### src/rtl/multi_mode_arbiter.sv
// rtl/multi_mode_arbiter.sv - N-requester fixed/round-robin arbiter with DELAY-stage registered grant
// Optional grant locking is built only when ARB_LOCK_EN is defined.
module multi_mode_arbiter #(
    parameter int N     = 4,
    parameter int DELAY = 2,
    parameter int IDW   = $clog2(N)
) (
    input  logic           clk,
    input  logic           rst,
    input  logic [N-1:0]   req,
    input  logic           rr_mode,
    input  logic           lock,
    output logic [N-1:0]   gnt,
    output logic           gnt_valid,
    output logic [IDW-1:0] gnt_id
);

    localparam int PW = $clog2(N);

    logic [PW-1:0]  ptr_q, ptr_d;

    logic [N-1:0]   arb_gnt;
    logic [IDW-1:0] arb_id;
    logic           arb_valid;

    logic [N-1:0]   dec_gnt;
    logic [IDW-1:0] dec_id;
    logic           dec_valid;
    logic           hold;

    logic [N-1:0]   pipe_gnt_q [DELAY];
    logic [N-1:0]   pipe_gnt_d [DELAY];
    logic [IDW-1:0] pipe_id_q  [DELAY];
    logic [IDW-1:0] pipe_id_d  [DELAY];

    // Search order is 0..N-1 in fixed mode, ptr..ptr-1 (circular) in round-robin mode.
    always_comb begin
        int idx;
        arb_gnt   = '0;
        arb_id    = '0;
        arb_valid = 1'b0;
        idx       = 0;
        for (int k = 0; k < N; k++) begin
            idx = rr_mode ? (int'(ptr_q) + k) % N : k;
            if (!arb_valid && req[idx]) begin
                arb_valid    = 1'b1;
                arb_gnt[idx] = 1'b1;
                arb_id       = IDW'(idx);
            end
        end
    end

`ifdef ARB_LOCK_EN
    logic           owner_vld_q, owner_vld_d;
    logic [IDW-1:0] owner_q, owner_d;

    assign hold = lock && owner_vld_q && req[owner_q];

    always_comb begin
        owner_vld_d = owner_vld_q;
        owner_d     = owner_q;
        if (dec_valid) begin
            owner_vld_d = 1'b1;
            owner_d     = dec_id;
        end
    end

    always_ff @(posedge clk or posedge rst) begin
        if (rst) begin
            owner_vld_q <= 1'b0;
            owner_q     <= '0;
        end else begin
            owner_vld_q <= owner_vld_d;
            owner_q     <= owner_d;
        end
    end

    always_comb begin
        dec_gnt   = arb_gnt;
        dec_id    = arb_id;
        dec_valid = arb_valid;
        if (hold) begin
            dec_gnt          = '0;
            dec_gnt[owner_q] = 1'b1;
            dec_id           = owner_q;
            dec_valid        = 1'b1;
        end
    end
`else
    logic unused_lock;
    assign unused_lock = lock;
    assign hold        = 1'b0;
    assign dec_gnt     = arb_gnt;
    assign dec_id      = arb_id;
    assign dec_valid   = arb_valid;
`endif

    // ptr advances at the decision edge so back-to-back rotations stay correct despite output lag.
    always_comb begin
        int nxt;
        ptr_d = ptr_q;
        nxt   = int'(arb_id) + 1;
        if (nxt >= N) nxt = 0;
        if (rr_mode && arb_valid && !hold) ptr_d = PW'(nxt);
    end

    always_comb begin
        pipe_gnt_d[0] = dec_gnt;
        pipe_id_d[0]  = dec_id;
        for (int i = 1; i < DELAY; i++) begin
            pipe_gnt_d[i] = pipe_gnt_q[i-1];
            pipe_id_d[i]  = pipe_id_q[i-1];
        end
    end

    always_ff @(posedge clk or posedge rst) begin
        if (rst) begin
            ptr_q <= '0;
            for (int i = 0; i < DELAY; i++) begin
                pipe_gnt_q[i] <= '0;
                pipe_id_q[i]  <= '0;
            end
        end else begin
            ptr_q <= ptr_d;
            for (int i = 0; i < DELAY; i++) begin
                pipe_gnt_q[i] <= pipe_gnt_d[i];
                pipe_id_q[i]  <= pipe_id_d[i];
            end
        end
    end

    assign gnt       = pipe_gnt_q[DELAY-1];
    assign gnt_id    = pipe_id_q[DELAY-1];
    assign gnt_valid = |pipe_gnt_q[DELAY-1];

endmodule
### config.mk
export PLATFORM = sky130hd
export DESIGN_NAME = multi_mode_arbiter
export DESIGN_NICKNAME = d
export VERILOG_FILES = /design/src/rtl/multi_mode_arbiter.sv
export SDC_FILE = /design/constraint.sdc
export NUM_CORES = 1
export LEC_CHECK = 0
export BUFFER_PORTS_ARGS = -buffer_cell sky130_fd_sc_hd__buf_2
export CAP_MARGIN = 20
export CORE_MARGIN = 2
export CORE_UTILIZATION = 25
export DETAILED_ROUTE_END_ITERATION = 10
export SYNTH_ARGS = -nofsm -noshare
export SYNTH_HDL_FRONTEND = slang
export SYNTH_SLANG_ARGS = --single-unit
### constraint.sdc
create_clock -name clk -period 4.15 [get_ports clk]
set_input_delay 1.0375 -clock clk [delete_from_list [all_inputs] [get_ports clk]]
set_output_delay 1.0375 -clock clk [all_outputs]
set_load 0.01 [all_outputs]
==> run summary <==
• **IO Pins** 15
• **startpoint types** primary input
• **Area growth syn-to-layout** 13.60%
• **post-synthesis net count** 85
• **crit path from** rr_mode
• **DRC errors left** 0
• **endpoint of the worst register-to-register path** ptr_q[1]
• **count of different cell masters after synthesis** 35
• **Leakage** 0.4467 nW
• **data arrival at the endpoint of the critical path** 2.85 ns
• **worst setup slack before clock tree synthesis** 1.273 ns
• **remaining global-route overflow** 0
• **post-synth design cell area** 809.5 um2
• **H-tree level count** 1
• **Die ar.** 0.003709 mm2
• **vias in the first global route** 660
• **DRT Wirelength** 1594 um
• **maximum number of pins on one net before global-route repair** 15
• **Pwr per Cell Area** 615.4 mW/mm2
• **final net count** 99
• **clock latency reported for the late side of the worst-skew pair** 0.27 ns
• **Antenna diodes** 0
• **final RePlAce weighted congestion** 0.8182
• **number of buffer cells added on primary ports** 13
• **Post-DP HPWL** 1164 um
• **post-route worst setup slack** 1.505 ns
• **Worst Path Class, Setup** primary input to flop
• **share of cells above drive strength 1** 32.58%
• **most used cells in the layout excluding fill and tap cells** sky130_fd_sc_hd__dfrtp_1 (14), sky130_fd_sc_hd__buf_2 (13), sky130_fd_sc_hd__nand2_1 (8), sky130_fd_sc_hd__mux2i_1 (6), sky130_fd_sc_hd__nor2_1 (5)
• **reg2reg setup slack** 1.83 ns
• **area share of the largest cell type after synthesis** 43.28%
• **fin. max-slew vios** 0
• **Clock Path Buffers** 2
• **number of hold-repair buffers added at the cts stage** 0
• **Final Skew** 0.004340 ns
• **routed len/inst** 11.98 um
• **CTS clock-pin slew for the worst setup and hold paths** 0.08 ns
• **Crit. End Element** flop
• **total number of vias** 637
• **Post-Synthesis Mean Instance Area** 10.51 um2
• **Core Util, Final** 29.88%
• **floorplan row count** 20
• **cts bufs inserted** 3
• **height of the die** 60.91 um
• **core area** 0.003078 mm2
• **Fin. Hold Viols** 0
• **Design Area, Final** 919.6 um2
• **origin of the critical flop-to-flop path** ptr_q[0]
• **leading cell types by total area after synthesis** sky130_fd_sc_hd__dfrtp_1 (43%), sky130_fd_sc_hd__mux2i_1 (7.4%), sky130_fd_sc_hd__mux2_2 (4.2%)
• **endpoint required time on the critical path** 4.36 ns
• **Post-Route Setup TNS** 0 ns
• **Gate Count Post-Synth** 77
• **FF+latch count, synth** 14
• **Max-Cap Viols** 0
• **horizontal die dimension** 60.91 um
• **post-layout minimum cycle time** 2.645 ns
• **number of warnings issued by yosys** 0
• **normalized max-slew margin** 65.21%
• **Setup Buffers After CTS** 0
• **dominant cell type by area after synthesis** sky130_fd_sc_hd__dfrtp_1
• **Critical Path Fanout Max** 10
• **r2r worst-path depth** 6
• **leading cell type in the layout, fill and taps excluded** sky130_fd_sc_hd__dfrtp_1
• **share of the clock period used by the worst path** 63.74%
• **number of violations reported at the end of detailed-routing iteration 0** 34
• **TritonCTS clock tree** yes
• **final count of negative-setup-slack endpoints** 0
• **detail-routed via count per cell** 4.789
• **worst vdd ir** 109.6 uV
• **Layout fillers** 321
• **number of antenna violations at the first check in global routing** 0
• **capturing instance or port of the critical path** ptr_q[1]
• **setup repair after global routing missed its margin** no
• **instance area at placement** 897.1 um2
• **root buffer cell** sky130_fd_sc_hd__clkbuf_4
• **initial cell density of the core** 26.30%
• **Resize count post-CTS** 0
• **global-route wire length before repair** 2808 um
• **Initial DRT Pass Iterations** 4
• **hold crit path type** flop to flop
• **outcome** finished, final reports clean
• **actual slew at the worst max-slew pin** 0.5073 ns
• **remaining antenna violation count** 0
• **global-route total usage across every layer** 10.02%
• **proportion of synthesized chip area in sequential cells** 43.28%
• **highest attainable clock frequency** 378.0 MHz
• **CTS sink cnt** 14
## final cells by class
| class | count | area [um2] | area share [%] |
|---|---|---|---|
| clock buffers | 3 | 22.52 | 2.449 |
| well taps | 44 | 55.05 | 5.986 |
| repair buffers | 13 | 65.06 | 7.075 |
| inverters | 4 | 15.01 | 1.633 |
| multi-input cells | 55 | 411.6 | 44.76 |
| flip-flops and latches | 14 | 350.3 | 38.10 |
## registers in the layout (all words and copies together), names as in the netlist
register / count
gnt: 4
ptr_q: 2
pipe_gnt_d: 4
pipe_id_d: 2
gnt_id: 2
## how the worst min path moves through the flow
stage / from / endpoint / slack [ns] / depth (start not counted)
6_report: pipe_id_d[0] / gnt_id[0] / 0.35 / 0
2_1_floorplan: pipe_gnt_d[0] / gnt[0] / 0.33 / 0
3_3_place_gp: pipe_gnt_d[0] / gnt[0] / 0.33 / 0
3_5_place_dp: pipe_id_d[0] / gnt_id[0] / 0.33 / 0
4_1_cts: pipe_gnt_d[3] / gnt[3] / 0.35 / 0
5_1_grt: pipe_id_d[0] / gnt_id[0] / 0.36 / 0
## metal layers
| layer | routed length [um] | GRT usage, % | vias up |
|---|---|---|---|
| li1 | - | - | 312 |
| met1 | 736 | 12.16 | 303 |
| met2 | 765 | 16.44 | 20 |
| met3 | 77 | 2.345 | 2 |
| met4 | 15 | 5.280 | 0 |
| met5 | 0 | 0 | - |
## power by group
| group | internal, mW | leakage [nW] | switching, mW |
|---|---|---|---|
| Combinational | 0.122 | 0.259 | 0.145 |
| Sequential | 0.186 | 0.174 | 0.0402 |
| Clock | 0.0336 | 0.0138 | 0.0393 |
## worst max-delay path, stage by stage
cell,delay [ns]
sky130_fd_sc_hd__buf_2,0.19
sky130_fd_sc_hd__and2_4,0.21
sky130_fd_sc_hd__mux2i_1,0.42
sky130_fd_sc_hd__nand2_1,0.12
sky130_fd_sc_hd__o31ai_2,0.38
sky130_fd_sc_hd__mux2_2,0.39
sky130_fd_sc_hd__a21oi_2,0.10
## cell families after synthesis
| logic type | Yosys count | synth area share, % |
|---|---|---|
| AND/OR/NAND/NOR | 23 | 14.99 |
| flip-flops | 14 | 43.28 |
| buffers and inverters | 8 | 5.873 |
| AO/OA/AOI/OAI | 21 | 21.33 |
| XOR/XNOR | 1 | 1.082 |
| multiplexers | 10 | 13.45 |
## cell usage after synthesis, drive strengths merged
library cell	count
dfrtp	14
nand2	9
mux2i	6
nor2	5
buf	4
inv	4
mux2	4
a21oi	3
a221oi	3
o21ai	3
a211o	2
a211oi	2
and2	2
nor4	2
a21o	1
a22oi	1
a31o	1
a32o	1
a41o	1
and3	1
nor3	1
o21bai	1
o22ai	1
o31ai	1
or2b	1
or3	1
or4	1
xor2	1
## stage by stage
stage / hold WS (ns) / power [mW] / cells
final: 0.3519 / 0.5659 / 133
after global routing: 0.3577 / 0.6181 / 133
after CTS: 0.3512 / 0.5695 / 133
after detailed placement: 0.3347 / 0.4954 / 130
after global placement: 0.3327 / 0.4875 / 130
after floorplan: 0.3312 / 0.4403 / 77
Power figures use the tool's default switching activity.
